### src/rtl/mem_pkg.sv
// Shared memory-access types: access widths and arbiter state encodings.
// Used by the arbiter, CPU and UART blocks alike.
package mem_pkg;

    typedef enum logic [1:0] {
        MEM_ACC_8  = 2'b00,
        MEM_ACC_16 = 2'b01,
        MEM_ACC_32 = 2'b10
    } mem_acc_e;

    typedef enum logic [1:0] {
        ARB_IDLE  = 2'd0,
        ARB_ISSUE = 2'd1,
        ARB_RESP  = 2'd2
    } arb_state_e;

    // Index width that stays legal for a single requester.
    function automatic int id_width(input int n);
        return (n > 1) ? $clog2(n) : 1;
    endfunction

endpackage

### src/rtl/mem_arbiter_if.sv
// Requester-side and memory-side bus of the memory arbiter.
// slave = arbiter view; master = requesters plus downstream memory.
interface mem_arbiter_if #(
    parameter int M_WIDTH = 32,
    parameter int N_REQ   = 2
);
    import mem_pkg::*;

    localparam int ID_W = id_width(N_REQ);

    logic [N_REQ-1:0]         req_req;
    logic [N_REQ-1:0]         req_we;
    logic [N_REQ*M_WIDTH-1:0] req_addr;
    logic [N_REQ*2-1:0]       req_width;
    logic [N_REQ*M_WIDTH-1:0] req_wdata;
    logic [N_REQ-1:0]         req_ready;
    logic [M_WIDTH-1:0]       req_rdata;

    logic                     mem_req;
    logic                     mem_we;
    logic [M_WIDTH-1:0]       mem_addr;
    logic [1:0]               mem_width;
    logic [M_WIDTH-1:0]       mem_wdata;
    logic                     mem_ready;
    logic [M_WIDTH-1:0]       mem_rdata;

    logic [ID_W-1:0]          grant_id;
`ifdef MEM_ARB_TIMEOUT_EN
    logic                     arb_timeout;
`endif

    modport slave (
        input  req_req, req_we, req_addr, req_width, req_wdata,
        input  mem_ready, mem_rdata,
        output
`ifdef MEM_ARB_TIMEOUT_EN
               arb_timeout,
`endif
               req_ready, req_rdata,
               mem_req, mem_we, mem_addr, mem_width, mem_wdata, grant_id
    );

    modport master (
        output req_req, req_we, req_addr, req_width, req_wdata,
        output mem_ready, mem_rdata,
        input
`ifdef MEM_ARB_TIMEOUT_EN
               arb_timeout,
`endif
               req_ready, req_rdata,
               mem_req, mem_we, mem_addr, mem_width, mem_wdata, grant_id
    );

endinterface

### src/rtl/rr_pick.sv
// Round-robin winner select, searching upward from last+1 with wrap.
// Purely combinational; no handshake of its own.
module rr_pick #(
    parameter int N    = 2,
    parameter int ID_W = 1
) (
    input  logic [N-1:0]    req,
    input  logic [ID_W-1:0] last,
    output logic            valid,
    output logic [ID_W-1:0] idx
);

    logic [ID_W-1:0] cand;

    always_comb begin
        valid = 1'b0;
        idx   = '0;
        cand  = '0;
        for (int k = 1; k <= N; k++) begin
            cand = ID_W'((int'(last) + k) % N);
            if (!valid && req[cand]) begin
                valid = 1'b1;
                idx   = cand;
            end
        end
    end

endmodule

### src/rtl/mem_arbiter.sv
// Round-robin arbiter sharing one memory port; 3-cycle minimum occupancy (IDLE, ISSUE, RESP).
// Holds mem_* stable until mem_ready; optional ISSUE timeout under MEM_ARB_TIMEOUT_EN.
module mem_arbiter
    import mem_pkg::*;
#(
    parameter int M_WIDTH = 32,
    parameter int N_REQ   = 2
`ifdef MEM_ARB_TIMEOUT_EN
    ,
    parameter int TIMEOUT_CYCLES = 1024
`endif
) (
    input  logic          clk,
    input  logic          rst,
    mem_arbiter_if.slave  bus
);

    localparam int              ID_W     = id_width(N_REQ);
    localparam logic [ID_W-1:0] LAST_RST = ID_W'(N_REQ - 1);

    typedef struct packed {
        logic               we;
        logic [1:0]         width;
        logic [M_WIDTH-1:0] addr;
        logic [M_WIDTH-1:0] wdata;
    } cmd_t;

    arb_state_e         state_q, state_d;
    logic [ID_W-1:0]    last_grant_q;
    logic [ID_W-1:0]    grant_id_q;
    logic [ID_W-1:0]    pick_idx;
    logic               pick_vld;
    cmd_t               cmd_sel;
    cmd_t               cmd_q;
    logic               mem_req_q;
    logic [M_WIDTH-1:0] rdata_q;
    logic [N_REQ-1:0]   ready_q;
    logic               do_grant;
    logic               do_done;

`ifdef MEM_ARB_TIMEOUT_EN
    localparam logic [15:0] TO_LIM = 16'(TIMEOUT_CYCLES);
    logic [15:0]        to_cnt_q;
    logic               do_timeout;
    logic               timeout_q;
`endif

    rr_pick #(
        .N    (N_REQ),
        .ID_W (ID_W)
    ) u_rr_pick (
        .req   (bus.req_req),
        .last  (last_grant_q),
        .valid (pick_vld),
        .idx   (pick_idx)
    );

    always_comb begin
        cmd_sel.we    = bus.req_we[pick_idx];
        cmd_sel.width = bus.req_width[pick_idx*2 +: 2];
        cmd_sel.addr  = bus.req_addr[pick_idx*M_WIDTH +: M_WIDTH];
        cmd_sel.wdata = bus.req_wdata[pick_idx*M_WIDTH +: M_WIDTH];
    end

    always_ff @(posedge clk or posedge rst) begin
        if (rst) begin
            state_q <= ARB_IDLE;
        end else begin
            state_q <= state_d;
        end
    end

    // RESP always falls back to IDLE so the requester's late request drop is never re-granted.
    always_comb begin
        state_d  = state_q;
        do_grant = 1'b0;
        do_done  = 1'b0;
`ifdef MEM_ARB_TIMEOUT_EN
        do_timeout = 1'b0;
`endif
        case (state_q)
            ARB_IDLE: begin
                if (pick_vld) begin
                    do_grant = 1'b1;
                    state_d  = ARB_ISSUE;
                end
            end
            ARB_ISSUE: begin
                if (bus.mem_ready) begin
                    do_done = 1'b1;
                    state_d = ARB_RESP;
                end
`ifdef MEM_ARB_TIMEOUT_EN
                else if (to_cnt_q + 16'd1 >= TO_LIM) begin
                    do_done    = 1'b1;
                    do_timeout = 1'b1;
                    state_d    = ARB_RESP;
                end
`endif
            end
            ARB_RESP: state_d = ARB_IDLE;
            default:  state_d = ARB_IDLE;
        endcase
    end

    always_ff @(posedge clk or posedge rst) begin
        if (rst) begin
            cmd_q        <= '{we: 1'b0, width: MEM_ACC_8, addr: '0, wdata: '0};
            mem_req_q    <= 1'b0;
            rdata_q      <= '0;
            ready_q      <= '0;
            grant_id_q   <= '0;
            last_grant_q <= LAST_RST;
        end else begin
            ready_q <= '0;
            if (do_grant) begin
                cmd_q        <= cmd_sel;
                mem_req_q    <= 1'b1;
                grant_id_q   <= pick_idx;
                last_grant_q <= pick_idx;
            end
            if (do_done) begin
                mem_req_q <= 1'b0;
                rdata_q   <= bus.mem_rdata;
                ready_q   <= N_REQ'(1) << grant_id_q;
            end
`ifdef MEM_ARB_TIMEOUT_EN
            // A timed-out read returns zero rather than whatever sits on mem_rdata.
            if (do_timeout) begin
                rdata_q <= '0;
            end
`endif
        end
    end

`ifdef MEM_ARB_TIMEOUT_EN
    always_ff @(posedge clk or posedge rst) begin
        if (rst) begin
            to_cnt_q  <= '0;
            timeout_q <= 1'b0;
        end else begin
            timeout_q <= do_timeout;
            if (do_grant) begin
                to_cnt_q <= '0;
            end else if (state_q == ARB_ISSUE) begin
                to_cnt_q <= to_cnt_q + 16'd1;
            end
        end
    end

    assign bus.arb_timeout = timeout_q;
`endif

    assign bus.mem_req   = mem_req_q;
    assign bus.mem_we    = cmd_q.we;
    assign bus.mem_addr  = cmd_q.addr;
    assign bus.mem_width = cmd_q.width;
    assign bus.mem_wdata = cmd_q.wdata;
    assign bus.req_ready = ready_q;
    assign bus.req_rdata = rdata_q;
    assign bus.grant_id  = grant_id_q;

endmodule

### src/flat_wrapper.sv
// flat-port wrapper written by rule: the top's interface ports become plain ports
module mem_arbiter_flat import mem_pkg::*;
#(
    parameter int M_WIDTH = 32,
    parameter int N_REQ   = 2

)
  (clk, rst, bus_req_req, bus_req_we, bus_req_addr, bus_req_width, bus_req_wdata, bus_mem_ready, bus_mem_rdata, bus_req_ready, bus_req_rdata, bus_mem_req, bus_mem_we, bus_mem_addr, bus_mem_width, bus_mem_wdata, bus_grant_id);
  mem_arbiter_if #(.M_WIDTH(M_WIDTH), .N_REQ(N_REQ)) bus_i ();
  input  logic clk;
  input  logic rst;
  input wire logic [$bits(bus_i.req_req)-1:0] bus_req_req;
  input wire logic [$bits(bus_i.req_we)-1:0] bus_req_we;
  input wire logic [$bits(bus_i.req_addr)-1:0] bus_req_addr;
  input wire logic [$bits(bus_i.req_width)-1:0] bus_req_width;
  input wire logic [$bits(bus_i.req_wdata)-1:0] bus_req_wdata;
  input wire logic [$bits(bus_i.mem_ready)-1:0] bus_mem_ready;
  input wire logic [$bits(bus_i.mem_rdata)-1:0] bus_mem_rdata;
  output wire logic [$bits(bus_i.req_ready)-1:0] bus_req_ready;
  output wire logic [$bits(bus_i.req_rdata)-1:0] bus_req_rdata;
  output wire logic [$bits(bus_i.mem_req)-1:0] bus_mem_req;
  output wire logic [$bits(bus_i.mem_we)-1:0] bus_mem_we;
  output wire logic [$bits(bus_i.mem_addr)-1:0] bus_mem_addr;
  output wire logic [$bits(bus_i.mem_width)-1:0] bus_mem_width;
  output wire logic [$bits(bus_i.mem_wdata)-1:0] bus_mem_wdata;
  output wire logic [$bits(bus_i.grant_id)-1:0] bus_grant_id;
  assign bus_i.req_req = bus_req_req;
  assign bus_i.req_we = bus_req_we;
  assign bus_i.req_addr = bus_req_addr;
  assign bus_i.req_width = bus_req_width;
  assign bus_i.req_wdata = bus_req_wdata;
  assign bus_i.mem_ready = bus_mem_ready;
  assign bus_i.mem_rdata = bus_mem_rdata;
  assign bus_req_ready = bus_i.req_ready;
  assign bus_req_rdata = bus_i.req_rdata;
  assign bus_mem_req = bus_i.mem_req;
  assign bus_mem_we = bus_i.mem_we;
  assign bus_mem_addr = bus_i.mem_addr;
  assign bus_mem_width = bus_i.mem_width;
  assign bus_mem_wdata = bus_i.mem_wdata;
  assign bus_grant_id = bus_i.grant_id;
  mem_arbiter #(.M_WIDTH(M_WIDTH), .N_REQ(N_REQ)) u_core (.clk(clk), .rst(rst), .bus(bus_i));
endmodule
### config.mk
export PLATFORM = sky130hd
export DESIGN_NAME = mem_arbiter_flat
export DESIGN_NICKNAME = d
export VERILOG_FILES = /design/src/rtl/mem_pkg.sv /design/src/rtl/mem_arbiter_if.sv /design/src/rtl/rr_pick.sv /design/src/rtl/mem_arbiter.sv /design/src/flat_wrapper.sv
export SDC_FILE = /design/constraint.sdc
export NUM_CORES = 1
export LEC_CHECK = 0
export CAP_MARGIN = 0
export CORE_ASPECT_RATIO = 0.8
export CORE_MARGIN = 8
export CORE_UTILIZATION = 40
export DETAILED_ROUTE_END_ITERATION = 12
export PLACE_DENSITY_LB_ADDON = 0.2
export SYNTH_ARGS = -nofsm -noshare
export SYNTH_HDL_FRONTEND = slang
export SYNTH_SLANG_ARGS = --single-unit
### constraint.sdc
create_clock -name clk -period 8.7 [get_ports clk]
set_input_delay 1.305 -clock clk [delete_from_list [all_inputs] [get_ports clk]]
set_output_delay 1.305 -clock clk [all_outputs]
set_load 0.02 [all_outputs]
# Word level (Yosys, flattened, before mapping)
# Index checks and enable logic that the tools add are counted.
# totals
word_cells,47
inputBits,171
output_inout_bits,103
reg_bits,106
# classes
addsub,2
reduce_logical,5
magnitude_cmp,3
eq_ne,3
n_shift,4
n_mux,20
# op_table
operator,count
$shiftx A64 B7 Y32,2
$mux W1,16
$lt A1 B2 Y1 const B,3
$mux W2,3
$pmux W2 S2,1
$shiftx A4 B3 Y2,1
$add A1 B1 Y1 const B,2
$eq A2 B1 Y1 const B,1
$logic_not A2 Y1,1
$ne A2 B1 Y1 const B,1
$ne A2 B2 Y1 const B,1
$reduce_and A2 Y1,1
$reduce_bool A2 Y1,1
$shl A1 B1 Y2 const A,1
$logic_and A1 B1 Y1,1
$logic_not A1 Y1,1

# Longest topological paths before layout
# logic_depth
word_depth,11
mapped_depth,6

# Modules after synthesis
# A second synthesis with hierarchy kept.
# hier_totals
cells_unflattened,306
hier_area_um2,4842.1
# modules_own_cells
mod,cells_per_inst,seq_area_each_um2,area_each_um2,n_inst
mem_arbiter,304,2653.8,4828.4,1
rr_pick,2,0.0,13.8,1

# Worst setup path before layout
# Ideal clock, no wire load.
# synth_timing
kind,input -> register
from,input port bus_req_req[1]
to,register u_core.cmd_q (netlist bit u_core.bus.mem_addr[21])
path_buffers,3
arrival_ps,2415
setup_ps,125
path_slack_ps,6160
required_time_ps,8575
stages,6
path_cell_list,a21bo_1 -> buf_6 -> buf_6 -> buf_6 -> mux2_4 -> mux2_4
# synth_via
elab_chain_cells,8
elab_cells_between_ends,13
classes_between,1 x shift; 10 x mux; 2 x reduce/logical
# synth_lines
element,line,text
"start, declared",flat_wrapper.sv:12,input wire logic [$bits(bus_i.req_req)-1:0] bus_req_req;
branches (longest 8 deep; another with $shiftx A64 B7 Y32),n/a,
"end signal, assigned",mem_arbiter.sv:108,"cmd_q <= '{we: 1'b0, width: MEM_ACC_8, addr: '0, wdata: '0};"
"end signal, assigned",mem_arbiter.sv:117,cmd_q <= cmd_sel;
"end, declared",mem_arbiter.sv:34,cmd_t cmd_q;
# Several ways; the timed one is not identified. The select of a mux whose other input is x is not followed.
# A chain may end at the register's enable or synchronous reset.

# Worst setup path after layout
# layout_timing
from,input port bus_req_req[0]
to,register u_core.cmd_q (netlist bit u_core.bus.mem_wdata[7])
# layout_via
elab_chain_cells,8
elab_cells_between_ends,13
classes_between,1 x shift; 10 x mux; 2 x reduce/logical
# layout_lines
element
branches (longest 8 deep; another with $shiftx A64 B7 Y32)
# Several ways; the timed one is not identified. The select of a mux whose other input is x is not followed.

==> key figures <==
Power
  • Comb pwr share: 0.540
  • Switching share of power: 0.3537
  • Power share of the clock group: 0.142
  • Tot Pwr: approximately 2.8 mW
  • P per Cell Area: 344.1 nW/µm²
  • Worst VDD drop: 0.2752 mV
  • Internal cell power: between 1.5 and 2 mW
  • Sequential share of power: 0.318
  • Net switching power: just under 1 mW
  • Pleak: approximately 3.3 nW

Yosys
  • Post-Synth Simple-Gate Area: 0.006670
  • Netlist cell types: 17
  • Register area share after synthesis: 0.5441
  • YS warnings: 0
  • Mux cell area share after synthesis: 0.4125
  • Post-synth top area cell: dfrtp_1
  • Post-Syn Area: a little under 5000 µm²
  • Cell count after synthesis: 307
  • Net Count, Synth: 478
  • Average cell area after synthesis: between 15 and 20 µm²
  • Largest family of logic cells by synthesized area: multiplexers
  • Adder-Cell Fraction of Synth Area: 0
  • Ranking of synthesized cells by area: dfrtp_1 (54%), mux2_2 (30%), mux2_4 (12%)
  • Post-synth top area share: 0.5387
  • Synthesis-stage register bit count: around 110
  • Synth Area in XOR/XNOR: 0
  • Synth Area in Compound Gates: 0.009236

Drt
  • Highest metal used: met4
  • DRC errors left: 0
  • Vias per inst: about 4.8
  • Routed vias: 3542
  • Initial DRC count: 102
  • Met1 WL: 5.743 mm
  • DRT Wirelength: 14.76 mm
  • Drt wl/cell: roughly 20 µm
  • DRT Pass-1 Iters: 4
  • Final ANT Viol Nets: 0
  • Met2 WL: ~7.3 mm
  • Metal3 WL: 1.489 mm

Floorplan
  • Core ar.: 12030 µm²
  • Die ar.: 16000 µm²
  • Initial core utilization: 0.4055
  • Die Span Y: 114.8 µm
  • IO Pins: approximately 270
  • Row Count: 36
  • Die W: 139.5 µm

Layout
  • Area growth syn-to-layout: 64.14%
  • Most frequent cells in the layout: clkdlybuf4s50_1 (273), mux2_2 (128), dfrtp_1 (105)
  • Most common cell after layout, fill and taps aside: clkdlybuf4s50_1
  • Ant. Diodes: 0
  • Layout cells sized above 1: 0.3282
  • Final net count: between 700 and 800

Critical path
  • CP Max Fanout: around 70
  • Crit Reg-Reg Startpoint: u_core.state_q[1]$_DFFE_PP0P_
  • R2R depth: 4
  • Top cell by count, worst path: mux2_2
  • CP Capture Type: flip-flop
  • Startpoint Class: primary input
  • WS Path Type: primary input to flip-flop
  • CP top delay family: compound AO/OA/AOI/OAI gates
  • CP max stage cell: a21bo_4
  • Critical Path RT: 8.93 ns
  • Critical-path cell list: clkdlybuf4s50_1, a21bo_4, mux2_2, mux2_2
  • R2R Setup Slk: 6.36 ns
  • Arr. time, crit path: 3.53 ns
  • Reg-to-reg endpoint: u_core.bus.mem_wdata[0]$_DFFE_PP0P_
  • Buf/Inv on CP: 1
  • CP max stage delay: around 0.88 ns

Timing
  • Max Freq: 303.3 MHz
  • Worst setup margin: 5.403 ns
  • Tcrit/Tclk final: 0.3790
  • Worst-case clock skew: 0.006246 ns
  • RSZ-0062 raised after global routing: no
  • Final hold vios: 0
  • Rel. slew slack: 0.1998
  • Least-Margin Pin Slew: roughly 1.2 ns
  • Max-slew violation count: 0
  • Post-route setup TNS: 0 ns
  • Setup Viol. Count Final: 0
  • Min Tclk post-route: roughly 3.3 ns
  • Hold WS: ~0.47 ns

Clock tree
  • CTS resizes: 0
  • Clock buffer depth: 2
  • CTS tree: yes
  • Htree depth: 3
  • CTS sink cnt: 106
  • Root Buffer: clkbuf_16
  • Hold-fix buffers, CTS: 0
  • Clock slew seen by the registers of the worst setup and hold paths: about 0.070 ns
  • Clk_lat worst skew: 0.35 ns
  • Setup Fix Bufs, Post-CTS: 0
  • Total CTS buffers: 9

Global routing
  • Vias in the first global route: 4012
  • GRT Resource Usage Total: 0.1874
  • Largest net degree at the start of global routing: 69
  • Global-route wire length before repair: 23.19 mm
  • Initial antenna violation count: 0
  • Grt total ovfl: 0

Placed design
  • Port bufs: 273
  • GP Congestion: 0.7400
  • Placement-stage worst setup slack: roughly 5.0 ns
  • HPWL after detailed placement: 11.29 mm

Worst hold path
  • Hold Path Sink: u_core.bus.req_ready[0]$_DFF_PP0_
  • Hold WC Path Type: flip-flop to flip-flop
  • Hold depth: 1
  • Critical hold path startpoint: u_core.bus.grant_id$_DFFE_PP0P_

Run
  • Max Cap Violations: 0

Run status
  • Outcome: finished clean
## routing by layer
metal | vias up | GRT usage
met1 | 1735 | 0.2096
met4 | 0 | 0.05689
met5 | - | 0
met3 | 19 | 0.08672
li1 | 1628 | -
met2 | 160 | 0.3163
## synth_stat cells (all sizes together)
cell type	number
clkbuf	2
a31oi	1
o21a	2
inv	3
nand3b	1
dfrtp	105
or2	1
nor2	3
a21bo	1
nor3b	1
buf	18
a21oi	1
o32ai	1
dfstp	1
mux2	166
## cells by family after synthesis
family / count (synthesis)
AOI/OAI and AO/OA: 6
DFF: 106
and+or+nand+nor: 6
buffers and inverters: 23
muxes: 166
## flip-flops by register name (all words and copies together), names as in the netlist
signal	count
u_core.bus.mem_addr	32
u_core.bus.mem_wdata	32
u_core.bus.req_rdata	32
u_core.bus.mem_width	2
u_core.bus.req_ready	2
u_core.state_q	2
u_core.bus.grant_id	1
u_core.bus.mem_req	1
u_core.bus.mem_we	1
u_core.last_grant_q	1
## worst max path at each step
stage / start / to / slack, ns / cells past startpoint
after floorplan: rst / u_core.bus.grant_id$_DFFE_PP0P_ / 4.61 / 1
after global routing: bus_req_req[0] / u_core.bus.mem_wdata[8]$_DFFE_PP0P_ / 5.32 / 4
after CTS: bus_req_req[0] / u_core.bus.mem_wdata[9]$_DFFE_PP0P_ / 5.41 / 4
final: bus_req_req[0] / u_core.bus.mem_wdata[7]$_DFFE_PP0P_ / 5.40 / 4
after global placement: bus_req_req[0] / u_core.bus.mem_wdata[8]$_DFFE_PP0P_ / 5.07 / 4
after detailed placement: bus_req_req[0] / u_core.bus.mem_wdata[9]$_DFFE_PP0P_ / 5.04 / 4
## metrics by stage
stage	cells	util	area, µm²
final	731	0.6656	8005
after global routing	731	0.6656	8005
after CTS	731	0.6656	8005
after detailed placement	715	0.6416	7716
after global placement	715	0.6416	7716
after floorplan	307	-	4877
## power by group through the flow
stage / Combinational, mW / Clock (mW) / Sequential, mW
after global placement: 1.48 / 0 / 0.869
final: 1.49 / 0.392 / 0.875
after CTS: 1.51 / 0.407 / 0.878
after floorplan: 0.507 / 0 / 1.18
after global routing: 1.57 / 0.428 / 0.914
after detailed placement: 1.50 / 0 / 0.885
## cell type report
type	instances	area (µm²)
fillers	875	4021
inverters	3	13.76
multi-input cells	178	2103
clock inverters	5	36.28
flip-flops and latches	106	2654
repair buffers	276	2755
well taps	152	190.2
clock buffers	11	252.7
Note: power is estimated with default switching activity, not from simulation.
